`src/rtl/board_debug_monitor_pkg.sv`:
```
// Shared constants, types and helpers for the board debug monitor.
package board_dbg_pkg;

  localparam int CLK_HZ_DEF    = 50_000_000;
  localparam int TICK_HZ_DEF   = 1;
  localparam int DB_CYCLES_DEF = 1_000_000;
  localparam int NPROBE_DEF    = 4;
  localparam int LED_W_DEF     = 7;
  localparam int STALL_N_DEF   = 8;

  typedef logic [31:0] word_t;

  // Debounced button level; the encoding doubles as the stable output value.
  typedef enum logic {
    BTN_UP   = 1'b0,
    BTN_DOWN = 1'b1
  } btn_state_t;

  // Probe-select width; a one-bit select is kept even for tiny channel counts.
  function automatic int sel_width(input int n);
    return (n <= 2) ? 1 : $clog2(n);
  endfunction

endpackage

```
`src/rtl/board_debug_monitor_if.sv`:
```
// Board-side signal bundle: operator inputs, processor taps, and indicators.
interface board_debug_monitor_if
  import board_dbg_pkg::*;
#(
  parameter int NPROBE = NPROBE_DEF,
  parameter int LED_W  = LED_W_DEF
) ();

  localparam int SEL_W = sel_width(NPROBE);

  logic                  run_mode;
  logic                  step_btn;
  logic                  sel_btn;
  word_t                 pc;
  logic [NPROBE*32-1:0]  probe;
  logic                  cpu_en;
  logic                  pc_led;
  logic                  stall_led;
  logic [SEL_W-1:0]      sel;
  logic [LED_W-1:0]      led;

  // Board / processor side: drives switches, buttons and the observed buses.
  modport master (
    output run_mode, step_btn, sel_btn, pc, probe,
    input  cpu_en, pc_led, stall_led, sel, led
  );

  // Monitor side.
  modport slave (
    input  run_mode, step_btn, sel_btn, pc, probe,
    output cpu_en, pc_led, stall_led, sel, led
  );

endinterface

```
`src/rtl/board_debug_monitor_btn_debounce.sv`:
```
// Button conditioner: 2-flop synchronizer, stability-window debouncer and
// single-cycle press pulse on the debounced rising edge.
//
//   state    | meaning
//   ---------+------------------------------------------------------------
//   BTN_UP   | debounced level 0; counting samples of 1 toward a press
//   BTN_DOWN | debounced level 1; counting samples of 0 toward a release
module btn_debounce
  import board_dbg_pkg::*;
#(
  parameter int DB_CYCLES = DB_CYCLES_DEF
) (
  input  logic clk,
  input  logic reset,
  input  logic raw,
  output logic press
);

  localparam int CNT_W = $clog2(DB_CYCLES);

  logic [1:0]       sync;
  logic [CNT_W-1:0] cnt;
  btn_state_t       state;

  // Synchronize, then accept a new level only after a full window of agreeing
  // samples; any sample matching the current level restarts the window.
  always_ff @(posedge clk or posedge reset) begin
    if (reset) begin
      sync  <= '0;
      cnt   <= '0;
      state <= BTN_UP;
      press <= 1'b0;
    end else begin
      sync  <= {sync[0], raw};
      press <= 1'b0;
      case (state)
        BTN_UP: begin
          if (sync[1]) begin
            if (cnt == CNT_W'(DB_CYCLES - 1)) begin
              state <= BTN_DOWN;
              cnt   <= '0;
              press <= 1'b1;
            end else begin
              cnt <= cnt + 1'b1;
            end
          end else begin
            cnt <= '0;
          end
        end
        BTN_DOWN: begin
          if (!sync[1]) begin
            if (cnt == CNT_W'(DB_CYCLES - 1)) begin
              state <= BTN_UP;
              cnt   <= '0;
            end else begin
              cnt <= cnt + 1'b1;
            end
          end else begin
            cnt <= '0;
          end
        end
        default: begin
          state <= BTN_UP;
          cnt   <= '0;
        end
      endcase
    end
  end

endmodule

```
`src/rtl/board_debug_monitor.sv`:
```
// Board debug monitor: paces the processor through a clock enable (free-run
// tick or debounced single step), watches the PC for progress/stall, and
// shows the low bits of a selectable probe channel on the LEDs.
module board_debug_monitor
  import board_dbg_pkg::*;
#(
  parameter int CLK_HZ    = CLK_HZ_DEF,
  parameter int TICK_HZ   = TICK_HZ_DEF,
  parameter int DB_CYCLES = DB_CYCLES_DEF,
  parameter int NPROBE    = NPROBE_DEF,
  parameter int LED_W     = LED_W_DEF,
  parameter int STALL_N   = STALL_N_DEF
) (
  input logic             clk,
  input logic             reset,
  board_debug_monitor_if.slave dbg
);

  localparam int DIV     = CLK_HZ / TICK_HZ;
  localparam int TICK_W  = $clog2(DIV);
  localparam int STALL_W = $clog2(STALL_N + 1);
  localparam int SEL_W   = sel_width(NPROBE);

  logic [TICK_W-1:0]  tick_cnt;
  logic               tick;
  logic [1:0]         run_sync;
  logic               step_press;
  logic               sel_press;
  logic               cpu_en;
  logic               sample_en;
  word_t              pc_prev;
  logic [STALL_W-1:0] stall_cnt;
  logic [STALL_W-1:0] stall_nxt;
  logic               pc_led;
  logic               stall_led;
  logic [SEL_W-1:0]   sel;
  logic [LED_W-1:0]   led;
  logic [LED_W-1:0]   led_nxt;
  logic               unused_probe;

  assign tick = (tick_cnt == TICK_W'(DIV - 1));

  // Free-running step-rate divider; it never gates a clock, only an enable.
  always_ff @(posedge clk or posedge reset) begin
    if (reset)     tick_cnt <= '0;
    else if (tick) tick_cnt <= '0;
    else           tick_cnt <= tick_cnt + 1'b1;
  end

  // Bring the run/step switch into the clock domain.
  always_ff @(posedge clk or posedge reset) begin
    if (reset) run_sync <= '0;
    else       run_sync <= {run_sync[0], dbg.run_mode};
  end

  btn_debounce #(.DB_CYCLES(DB_CYCLES)) u_step_db (
    .clk   (clk),
    .reset (reset),
    .raw   (dbg.step_btn),
    .press (step_press)
  );

  btn_debounce #(.DB_CYCLES(DB_CYCLES)) u_sel_db (
    .clk   (clk),
    .reset (reset),
    .raw   (dbg.sel_btn),
    .press (sel_press)
  );

  // Processor enable from the selected source; sample_en trails it so the PC
  // seen at compare time is the one the processor produced on that step.
  always_ff @(posedge clk or posedge reset) begin
    if (reset) begin
      cpu_en    <= 1'b0;
      sample_en <= 1'b0;
    end else begin
      cpu_en    <= run_sync[1] ? tick : step_press;
      sample_en <= cpu_en;
    end
  end

  // Stall count after this cycle's sample (unchanged when not sampling).
  always_comb begin
    stall_nxt = stall_cnt;
    if (sample_en) begin
      if (dbg.pc != pc_prev)                     stall_nxt = '0;
      else if (stall_cnt != STALL_W'(STALL_N))   stall_nxt = stall_cnt + 1'b1;
    end
  end

  // PC progress tracking: toggle on change, count consecutive unchanged steps.
  always_ff @(posedge clk or posedge reset) begin
    if (reset) begin
      pc_prev   <= '0;
      pc_led    <= 1'b0;
      stall_cnt <= '0;
      stall_led <= 1'b0;
    end else begin
      if (sample_en) begin
        pc_prev <= dbg.pc;
        if (dbg.pc != pc_prev) pc_led <= ~pc_led;
      end
      stall_cnt <= stall_nxt;
      stall_led <= (stall_nxt == STALL_W'(STALL_N));
    end
  end

  // Probe channel select, cycling through the channels on each press.
  always_ff @(posedge clk or posedge reset) begin
    if (reset)                                sel <= '0;
    else if (sel_press) begin
      if (sel == SEL_W'(NPROBE - 1))          sel <= '0;
      else                                    sel <= sel + 1'b1;
    end
  end

  // Low bits of the selected channel.
  always_comb begin
    led_nxt = '0;
    for (int k = 0; k < NPROBE; k++) begin
      if (sel == k[SEL_W-1:0]) led_nxt = dbg.probe[32*k +: LED_W];
    end
  end

  // LED register refreshed every cycle.
  always_ff @(posedge clk or posedge reset) begin
    if (reset) led <= '0;
    else       led <= led_nxt;
  end

  // Upper probe bits are intentionally not displayed.
  assign unused_probe = ^dbg.probe;

  assign dbg.cpu_en    = cpu_en;
  assign dbg.pc_led    = pc_led;
  assign dbg.stall_led = stall_led;
  assign dbg.sel       = sel;
  assign dbg.led       = led;

endmodule

```
`src/flat_wrapper.sv`:
```
// flat-port wrapper written by rule: the top's interface ports become plain ports
module board_debug_monitor_flat import board_dbg_pkg::*;
#(
  parameter int CLK_HZ    = CLK_HZ_DEF,
  parameter int TICK_HZ   = TICK_HZ_DEF,
  parameter int DB_CYCLES = DB_CYCLES_DEF,
  parameter int NPROBE    = NPROBE_DEF,
  parameter int LED_W     = LED_W_DEF,
  parameter int STALL_N   = STALL_N_DEF
)
  (clk, reset, dbg_run_mode, dbg_step_btn, dbg_sel_btn, dbg_pc, dbg_probe, dbg_cpu_en, dbg_pc_led, dbg_stall_led, dbg_sel, dbg_led);
  board_debug_monitor_if #(.NPROBE(NPROBE), .LED_W(LED_W)) dbg_i ();
  input logic clk;
  input logic reset;
  input wire logic [$bits(dbg_i.run_mode)-1:0] dbg_run_mode;
  input wire logic [$bits(dbg_i.step_btn)-1:0] dbg_step_btn;
  input wire logic [$bits(dbg_i.sel_btn)-1:0] dbg_sel_btn;
  input wire logic [$bits(dbg_i.pc)-1:0] dbg_pc;
  input wire logic [$bits(dbg_i.probe)-1:0] dbg_probe;
  output wire logic [$bits(dbg_i.cpu_en)-1:0] dbg_cpu_en;
  output wire logic [$bits(dbg_i.pc_led)-1:0] dbg_pc_led;
  output wire logic [$bits(dbg_i.stall_led)-1:0] dbg_stall_led;
  output wire logic [$bits(dbg_i.sel)-1:0] dbg_sel;
  output wire logic [$bits(dbg_i.led)-1:0] dbg_led;
  assign dbg_i.run_mode = dbg_run_mode;
  assign dbg_i.step_btn = dbg_step_btn;
  assign dbg_i.sel_btn = dbg_sel_btn;
  assign dbg_i.pc = dbg_pc;
  assign dbg_i.probe = dbg_probe;
  assign dbg_cpu_en = dbg_i.cpu_en;
  assign dbg_pc_led = dbg_i.pc_led;
  assign dbg_stall_led = dbg_i.stall_led;
  assign dbg_sel = dbg_i.sel;
  assign dbg_led = dbg_i.led;
  board_debug_monitor #(.CLK_HZ(CLK_HZ), .TICK_HZ(TICK_HZ), .DB_CYCLES(DB_CYCLES), .NPROBE(NPROBE), .LED_W(LED_W), .STALL_N(STALL_N)) u_core (.clk(clk), .reset(reset), .dbg(dbg_i));
endmodule
```
`config.mk`:
```
export PLATFORM = sky130hd
export DESIGN_NAME = board_debug_monitor_flat
export DESIGN_NICKNAME = d
export VERILOG_FILES = /design/src/rtl/board_debug_monitor_pkg.sv /design/src/rtl/board_debug_monitor_if.sv /design/src/rtl/board_debug_monitor_btn_debounce.sv /design/src/rtl/board_debug_monitor.sv /design/src/flat_wrapper.sv
export SDC_FILE = /design/constraint.sdc
export NUM_CORES = 1
export LEC_CHECK = 0
export ABC_AREA = 1
export CAP_MARGIN = 20
export CELL_PAD_IN_SITES_DETAIL_PLACEMENT = 1
export CELL_PAD_IN_SITES_GLOBAL_PLACEMENT = 2
export CORE_ASPECT_RATIO = 0.6
export CORE_MARGIN = 4
export CORE_UTILIZATION = 30
export DETAILED_ROUTE_END_ITERATION = 8
export HOLD_SLACK_MARGIN = 0.02
export PLACE_DENSITY = 0.9
export SKIP_LAST_GASP = 1
export SLEW_MARGIN = 20
export SYNTH_ARGS = -nofsm -noshare
export SYNTH_HDL_FRONTEND = slang
export SYNTH_HIERARCHICAL = 1
export SYNTH_SLANG_ARGS = --single-unit
```
`constraint.sdc`:
```
create_clock -name clk -period 6.8 [get_ports clk]
set_clock_uncertainty 0.15 [all_clocks]
set_input_delay 1.7 -clock clk [delete_from_list [all_inputs] [get_ports clk]]
set_output_delay 1.7 -clock clk [all_outputs]
set_load 0.02 [all_outputs]
```
==> impl_metrics.py, run 1 <==
metrics = {
    "timing": {
        "rsz0062_at_grt": "no",
        "worst_slew_pin_slew_ps": 592,
        "max_clock_freq_ghz": 0.301,
        "setup_viol": 0,
        "tns_ps": 0,
        "finalCritPeriodShare_pct": 48.8,
        "max_slew_margin_pct": 60.5,
        "finalMaxSlewViolations": 0,
        "finalCriticalPeriod_ps": 3320,
        "finalHoldViolations": 0,
    },
    "yosys": {
        "syn_inst": 857,
        "synth_top_family_by_area": "simple AND/OR/NAND/NOR gates",
        "ys_seq_elements": 125,
        "syn-mean-instance-area_um2": 7.79,
        "synth_compound_area_share_pct": 3.54,
        "synthTopCellsByCount": "nand2_1, nor2_1, dfrtp_1, inv_1, xnor2_1",
        "yosys_warnings": 6,
        "ys_seq_area_share_pct": 46.9,
        "yosysMostFrequentCell": "nand2_1",
        "synth-adder-area-share_pct": 1.69,
        "synthSimpleGateAreaFrac_pct": 34.1,
        "ys_top_cells_by_area": "dfrtp_1, nand2_1, nor2_1",
        "ys_types": 34,
        "syn-cell-area_um2": 6670,
        "synthXorXnorAreaFrac_pct": 8.01,
        "synthArstFlopShare_pct": 100,
        "synth_enable_flop_cells": 0,
        "syn_nets": 1031,
        "synthMuxAreaShare_pct": 0,
        "ys.flop_type": "dfrtp_1",
        "synth_top_area_cell": "dfrtp_1",
        "yosys.area.top_type_share_pct": 46.9,
    },
    "worst_setup_path": {
        "cp-end-kind": "output port",
        "cp.required_ps": 4950,
        "cpMaxStageDelayCell": "clkdlybuf4s50_1",
        "crit_family": "buffers and inverters",
        "crit_buf_inv": 1,
        "critical_path_arrival_ps": 1470,
        "path_max_fanout": 4,
        "cp-start-kind": "flip-flop",
        "slowest_delay_ps": 650,
        "criticalPathCategory": "reg2out",
        "path_cells": "clkdlybuf4s50_1",
    },
    "drt": {
        "ant_nets": 0,
        "vias_per_cell": 4.46,
        "drc": 0,
        "first_pass_iters": 4,
        "wl_per_cell_um": 14.0,
        "drt_iter0_markers": 372,
        "via_count": 5489,
        "totalWireLength_um": 17200,
    },
    "worst_hold_path": {
        "hold_path_class": "reg2reg",
    },
    "clocking": {
        "cts_sinks": 125,
        "cts_resized": 0,
        "clock_latency_ps": 420,
        "path_clk_slew_ps": 50,
        "cts_tree": "done",
        "cts_buffers": 17,
        "hold_buffers": 0,
        "cts.path.max_buffers": 2,
        "cts_root_buf": "clkbuf_16",
        "cts_setup_buffers": 0,
        "ctsHtreeMaxLevel": 4,
    },
    "layout": {
        "seq_area_um2": 3130,
        "design_area_um2": 8330,
        "fin_util_pct": 38.8,
        "nFillCells": 2588,
        "drive_gt1_share_pct": 9.03,
        "antennaDiodeCount": 0,
        "area_delta_synth_final_pct": 24.8,
        "multiInputGateArea_um2": 3160,
        "fin_nets": 1113,
    },
    "power_and_ir_drop": {
        "ir_drop_mv": 0.180,
        "p_leak_nw": 3.87,
        "total_power_w": 0.00188,
        "power_density_nw_per_um2": 225,
    },
    "place": {
        "dpl-instance-area_um2": 7720,
        "port_buffers": 76,
        "dp_hpwl_um": 12900,
        "gp_congestion": 0.780,
    },
    "floorplanning": {
        "io_pins": 177,
        "initial_utilization_pct": 31.1,
        "core_area_um2": 21400,
        "rows": 41,
        "die_y_um": 124,
        "dieArea_um2": 24800,
        "dieWidth_um": 201,
    },
    "global_routing": {
        "grt_pass1_wl_um": 29300,
        "antenna_found_initial": 0,
        "grt_overflow": 0,
        "first_global_vias": 5621,
        "grt_usage_pct": 14.8,
        "grt_max_degree": 51,
    },
    "outcome": {
        "status": "finished, final reports clean",
    },
    "run": {
        "drv_cap": 0,
    },
}
==> power breakdown <==
group	internal [W]	leakage, nW	switching (W)	total [W]
clock	0.000569	0.283	0.000328	0.000896
combinational	0.0000846	1.95	0.0000912	0.000176
sequential	0.000780	1.64	0.0000245	0.000805
==> area by class of cell <==
type                    count  share of cell area, %
multi-input cells         633                   37.9
flip-flops and latches    125                   37.6
repair buffers             79                   9.49
clock buffers              23                   5.74
well taps                 279                   4.19
inverters                  83                   3.76
clock inverters             9                   1.34
==> sequential cells by signal (all words and copies together), names as in the netlist, 2 cells and up, named ones only <==
signal and count:
u_core/pc_prev 32, u_core/tick_cnt 26, u_core/u_sel_db/cnt 20, u_core/u_step_db/cnt 20
u_core/dbg.led 7, u_core/stall_cnt 4, u_core/dbg.sel 2, u_core/run_sync 2
u_core/u_sel_db/sync 2, u_core/u_step_db/sync 2
==> layer usage <==
metal  vias to the layer above  global-route usage, %  share of wire, %
li1                       2814                      -                 -
met1                      2583                   23.4                58
met2                        80                   19.3                38
met3                        12                   4.01               3.6
met4                         0                   3.61              0.77
met5                         -                      0                 0
==> stage by stage <==
stage / hold slack, ps / setup WS [ps] / std cells
after global placement: 183 / 3290 / 1198
final: 200 / 3480 / 1231
after floorplan: 181 / 2980 / 857
after global routing: 215 / 3400 / 1231
after detailed placement: 196 / 3290 / 1198
after CTS: 202 / 3430 / 1230
==> cells by family after synthesis <==
group | after synthesis
simple gates | 519
flops | 125
buf+inv | 99
xor+xnor | 61
compound gates | 44
fa+ha+maj | 9
==> final timing paths <==
check | start | slack, ps | end | cells past startpoint
worst min register to register | u_core/run_sync[0] | 200 | u_core/run_sync[1] | 0
worst max-delay path | u_core/dbg.sel[0] | 3480 | dbg_sel[0] | 1
min in group asynchronous | reset | 1620 | async pin | 2
worst max register to register | u_core/tick_cnt[0] | 4840 | u_core/tick_cnt[22] | 10
max in group asynchronous | reset | 3780 | u_core/pc_prev[2] | 3
worst min-delay path | u_core/run_sync[0] | 200 | u_core/run_sync[1] | 0
==> placed cells by master (no fill, tap or decap), types with 11 or more instances in the layout <==
| cell type | count |
|---|---|
| nor2_1 | 138 |
| xor2_1 | 23 |
| nand4_1 | 15 |
| nor2_2 | 11 |
| clkbuf_16 | 17 |
| dfrtp_1 | 125 |
| inv_1 | 72 |
| nor3_1 | 12 |
| clkdlybuf4s50_1 | 76 |
| nand2_1 | 278 |
| a21oi_1 | 25 |
| xnor2_1 | 38 |
| nand3_1 | 27 |
(Power assumes the default switching activity.)
==> inputs of run 2 (changes only) <==
--- a/config.mk
+++ b/config.mk
@@ -11,10 +11,10 @@
 export CELL_PAD_IN_SITES_GLOBAL_PLACEMENT = 2
 export CORE_ASPECT_RATIO = 0.6
 export CORE_MARGIN = 4
-export CORE_UTILIZATION = 30
+export CORE_UTILIZATION = 28
 export DETAILED_ROUTE_END_ITERATION = 8
 export HOLD_SLACK_MARGIN = 0.02
-export PLACE_DENSITY = 0.9
+export PLACE_DENSITY = 0.85
 export SKIP_LAST_GASP = 1
 export SLEW_MARGIN = 20
 export SYNTH_ARGS = -nofsm -noshare
==> constraint.sdc (replaced) <==
create_clock -name clk -period 3.3 [get_ports clk]
set_clock_uncertainty 0.15 [all_clocks]
set_input_delay 0.825 -clock clk [delete_from_list [all_inputs] [get_ports clk]]
set_output_delay 0.825 -clock clk [all_outputs]
set_load 0.02 [all_outputs]
==> run 2 against run 1 <==
Net effect: setup slack lost 2600 ps; sequential share of layout area shrank 0.39 points; routed wire length grew 3.8%; sequential cell count is the same; via count grew 1.8%; register-to-register slack lost 3500 ps; design area grew 1.0%; total power grew 110%.
==> impl_metrics.py, run 2 (synthesis gave the netlist of run 1 again) <==
metrics = {
    "outcome": {
        "status": "finished, final reports clean",
    },
    "layout": {
        "final_cell_mix": "nand2_1, nor2_1, dfrtp_1",
        "antennaDiodeCount": 0,
        "fin_util_pct": 36.2,
        "largest_register_ff_count": 32,
        "largest-register": "u_core/pc_prev",
        "top_regs": "u_core/pc_prev (32), u_core/tick_cnt (26)",
        "area_delta_synth_final_pct": 26.1,
        "layout_commonest_cell": "nand2_1",
        "drive_gt1_share_pct": 9.62,
        "fin_nets": 1117,
    },
    "floorplanning": {
        "core_area_um2": 23200,
        "dieWidth_um": 207,
        "rows": 43,
        "die_y_um": 128,
        "dieArea_um2": 26400,
        "io_pins": 177,
        "initial_utilization_pct": 28.7,
    },
    "place": {
        "dp_hpwl_um": 13200,
        "dpl_worst_slack_ps": 632,
        "port_buffers": 76,
        "gp_congestion": 0.772,
    },
    "worst_hold_path": {
        "hold_path_class": "reg2reg",
        "holdPathEnd": "u_core/run_sync[1]",
        "holdCritStartpoint": "u_core/run_sync[0]",
        "min_path_cells": 0,
    },
    "worst_setup_path": {
        "worstReg2RegEnd": "u_core/tick_cnt[24]",
        "path_cells": "clkdlybuf4s50_1",
        "regToRegStartpoint": "u_core/tick_cnt[0]",
        "cp-end-kind": "output port",
        "cpMaxStageDelayCell": "clkdlybuf4s50_1",
        "path_max_fanout": 4,
        "cp.required_ps": 2320,
        "critical_path_arrival_ps": 1490,
        "setup.reg_to_reg.worst_slack_ps": 1370,
        "slowest_delay_ps": 670,
        "worst-r2r-cell-count": 9,
        "criticalPathCategory": "reg2out",
        "crit_family": "buffers and inverters",
        "crit_buf_inv": 1,
        "cp-start-kind": "flip-flop",
    },
    "timing": {
        "setup_viol": 0,
        "finalCritPeriodShare_pct": 74.8,
        "finalCriticalPeriod_ps": 2470,
        "finalHoldViolations": 0,
        "rsz0062_at_grt": "no",
        "max_clock_freq_ghz": 0.405,
        "finalMaxSlewViolations": 0,
        "fin_hold_ws_ps": 199,
        "tns_ps": 0,
        "worst_slack_ps": 830,
        "max_slew_margin_pct": 54.4,
        "worst_slew_pin_slew_ps": 683,
    },
    "clocking": {
        "cts.path.max_buffers": 2,
        "cts_buffers": 17,
        "cts_resized": 0,
        "path_clk_slew_ps": 60,
        "hold_buffers": 0,
        "cts_root_buf": "clkbuf_16",
        "cts_setup_buffers": 0,
        "cts_sinks": 125,
        "clock_latency_ps": 420,
        "cts_tree": "done",
        "ctsHtreeMaxLevel": 4,
    },
    "drt": {
        "via_count": 5586,
        "ant_nets": 0,
        "wl_per_cell_um": 14.1,
        "vias_per_cell": 4.39,
        "drt_iter0_markers": 348,
        "drc": 0,
        "first_pass_iters": 4,
        "totalWireLength_um": 17900,
    },
    "global_routing": {
        "grt_max_degree": 33,
        "first_global_vias": 5881,
        "grt_usage_pct": 14.2,
        "grt_pass1_wl_um": 30600,
        "grt_overflow": 0,
        "antenna_found_initial": 0,
    },
    "power_and_ir_drop": {
        "power_density_nw_per_um2": 463,
        "p_leak_nw": 3.90,
        "ir_drop_mv": 0.323,
        "total_power_w": 0.00390,
    },
    "run": {
        "drv_cap": 0,
    },
}
-- run 2: report_power, final --
part           total [W]  internal (W)  switching, W
combinational   0.000368      0.000180      0.000188
sequential       0.00166       0.00161     0.0000546
clock            0.00187       0.00113      0.000736
-- run 2: layout make-up --
type	count	area [um^2]
clock buffer	18	439
clock inverter	14	144
fill	2836	14800
inverter	83	313
multi-input combinational	633	3160
sequential	125	3130
tap	315	394
timing repair buffer	83	838
-- run 2: how the worst max path moves through the flow --
| stage | startpoint | endpoint | slack (ps) | cells past startpoint |
|---|---|---|---|---|
| floorplan | reset | u_core/dbg.cpu_en | 360 | 1 |
| global placement | dbg_pc[14] | u_core/dbg.stall_led | 630 | 10 |
| detailed placement | dbg_pc[0] | u_core/dbg.stall_led | 630 | 11 |
| CTS | u_core/dbg.sel[0] | dbg_sel[0] | 790 | 1 |
| global route | u_core/dbg.sel[0] | dbg_sel[0] | 760 | 1 |
| finish | u_core/dbg.sel[0] | dbg_sel[0] | 830 | 1 |
-- run 2: per-layer routing --
| metal | wire, um | share of wire [%] | track usage, % |
|---|---|---|---|
| met2 | 7010 | 39 | 20.1 |
| met1 | 10000 | 56 | 21.6 |
| met4 | 180 | 1.0 | 3.96 |
| met5 | 0 | 0 | 0 |
| met3 | 635 | 3.6 | 3.31 |
-- run 2: per-stage QoR --
stage / cell area, um^2 / std cells
global placement: 7830 / 1239
detailed placement: 7830 / 1239
global route: 8420 / 1271
CTS: 8420 / 1271
floorplan: 6670 / 857
finish: 8420 / 1271
==> inputs of run 3 (changes only) <==
==> constraint.sdc (replaced) <==
create_clock -name clk -period 2.3 [get_ports clk]
set_clock_uncertainty 0.15 [all_clocks]
set_input_delay 0.575 -clock clk [delete_from_list [all_inputs] [get_ports clk]]
set_output_delay 0.575 -clock clk [all_outputs]
set_load 0.02 [all_outputs]
==> run 3 against run 2 <==
Net effect: setup slack got worse by 750 ps; routed wire length decreased by 0.32%; sequential cell count unchanged; critical path depth unchanged; sequential power increased by 43%; total power increased by 47%; die area unchanged; non-clock buffer count increased by 2; design area increased by 0.39%; largest cell class unchanged; largest power group unchanged.
==> impl_metrics.py, run 3 (synthesis gave the netlist of run 1 again) <==
metrics = {
    "clocking": {
        "cts_setup_buffers": 0,
        "path_clk_slew_ps": 60,
        "cts_resized": 0,
        "cts.path.max_buffers": 2,
        "ctsHtreeMaxLevel": 4,
        "cts_tree": "done",
        "cts_sinks": 125,
        "hold_buffers": 0,
        "clock_latency_ps": 420,
        "cts_root_buf": "clkbuf_16",
        "cts_buffers": 17,
    },
    "power_and_ir_drop": {
        "p_leak_nw": 3.90,
        "ir_drop_mv": 0.513,
        "power_density_nw_per_um2": 676,
    },
    "worst_hold_path": {
        "holdCritStartpoint": "u_core/run_sync[0]",
        "hold_path_class": "reg2reg",
        "holdPathEnd": "u_core/run_sync[1]",
        "min_path_cells": 0,
    },
    "layout": {
        "area_delta_synth_final_pct": 26.6,
        "fin_nets": 1119,
        "layout_commonest_cell": "nand2_1",
        "final_cell_mix": "nand2_1, nor2_1, dfrtp_1",
        "largest_register_ff_count": 32,
        "seq_area_um2": 3130,
        "antennaDiodeCount": 0,
        "top_regs": "u_core/pc_prev (32), u_core/tick_cnt (26)",
        "multiInputGateArea_um2": 3160,
        "largest-register": "u_core/pc_prev",
        "nFillCells": 2822,
        "design_area_um2": 8450,
        "drive_gt1_share_pct": 9.60,
    },
    "global_routing": {
        "grt_max_degree": 78,
        "grt_pass1_wl_um": 29800,
        "grt_usage_pct": 13.9,
        "antenna_found_initial": 0,
        "first_global_vias": 5750,
        "grt_overflow": 0,
    },
    "timing": {
        "worst_slack_ps": 85.3,
        "worst_slew_pin_slew_ps": 548,
        "max_clock_freq_ghz": 0.452,
        "rsz0062_at_grt": "no",
        "max_slew_margin_pct": 63.4,
        "setup_viol": 0,
        "finalCriticalPeriod_ps": 2210,
        "finalMaxSlewViolations": 0,
        "finalHoldViolations": 0,
        "finalCritPeriodShare_pct": 96.3,
    },
    "drt": {
        "drc": 0,
        "drt_iter0_markers": 253,
        "first_pass_iters": 4,
        "wl_per_cell_um": 14.0,
        "vias_per_cell": 4.40,
        "ant_nets": 0,
        "via_count": 5604,
        "totalWireLength_um": 17800,
    },
    "worst_setup_path": {
        "cpMaxStageDelayCell": "clkdlybuf4s50_1",
        "criticalPathCategory": "reg2out",
        "path_cells": "clkdlybuf4s50_1",
        "worst-r2r-cell-count": 10,
        "crit_family": "buffers and inverters",
        "crit_buf_inv": 1,
        "setup.reg_to_reg.worst_slack_ps": 340,
        "cp.required_ps": 1570,
        "regToRegStartpoint": "u_core/tick_cnt[0]",
        "path_max_fanout": 4,
        "worstReg2RegEnd": "u_core/tick_cnt[22]",
        "critical_path_arrival_ps": 1490,
        "cp-end-kind": "output port",
        "slowest_delay_ps": 660,
        "cp-start-kind": "flip-flop",
    },
    "run": {
        "drv_cap": 0,
    },
    "outcome": {
        "status": "finished, final reports clean",
    },
    "floorplanning": {
        "rows": 43,
        "initial_utilization_pct": 28.7,
        "dieArea_um2": 26400,
        "core_area_um2": 23200,
        "io_pins": 177,
        "dieWidth_um": 207,
        "die_y_um": 128,
    },
    "place": {
        "dpl-instance-area_um2": 7840,
        "port_buffers": 76,
        "gp_congestion": 0.779,
        "dpl_worst_slack_ps": -66.8,
        "dp_hpwl_um": 12800,
    },
}
[run 3: cell types whose count changed in the layout (fill, tap and decap cells not counted)]
cell	change
clkinvlp_4	+2
clkinv_4	-3
bufinv_16	+1
buf_4	+3
inv_6	-1
clkinv_2	-3
buf_12	-1
clkbuf_8	+2
clkbuf_1	+2
[run 3: worst max path at each step]
stage	from	endpoint	cells after the start
final	u_core/dbg.sel[1]	dbg_sel[1]	1
after global routing	u_core/dbg.pc_led	dbg_pc_led	1
after CTS	u_core/dbg.sel[0]	dbg_sel[0]	1
after detailed placement	dbg_pc[11]	u_core/dbg.stall_led	10
after global placement	dbg_pc[11]	u_core/dbg.stall_led	10
after floorplan	u_core/dbg.sel[1]	u_core/dbg.led[5]	6
[run 3: cell type report]
class / count / area share (%)
clock buffers: 22 / 5.61
repair buffers: 85 / 9.95
clock inverters: 10 / 1.61
well taps: 315 / 4.67
multi-input cells: 633 / 37.4
inverters: 83 / 3.73
flip-flops and latches: 125 / 37.0
[run 3: where the power goes]
part / total (W) / switching (W) / internal, W / leakage, nW
clock: 0.00280 / 0.00101 / 0.00179 / 0.293
combinational: 0.000532 / 0.000275 / 0.000257 / 1.97
sequential: 0.00238 / 0.0000766 / 0.00231 / 1.64
total: 0.00571 / 0.00136 / 0.00435 / 3.90
[run 3: metal layers]
layer,vias to the layer above,wire [um],global-route usage (%)
li1,2828,-,-
met5,-,0,0
met4,0,206,4.20
met1,2679,9880,21.1
met3,16,684,3.41
met2,81,7030,19.6
[run 3: worst reg2reg max path, delay by kind of cell (launching register included)]
family        cells  cell delay, ps
fa+ha+maj         1             210
flops             1             390
simple gates      9            1110
[run 3: stage by stage]
stage | hold WS, ps | TNS [ps] | total power (W) | utilization, % | instances
floorplan | 181 | 0 | 0.00270 | - | 857
finish | 203 | 0 | 0.00571 | 36.3 | 1273
CTS | 207 | 0 | 0.00582 | 36.3 | 1273
global route | 217 | 0 | 0.00601 | 36.3 | 1273
detailed placement | 194 | -152 | 0.00296 | 33.7 | 1241
global placement | 188 | -82.8 | 0.00294 | 33.7 | 1241
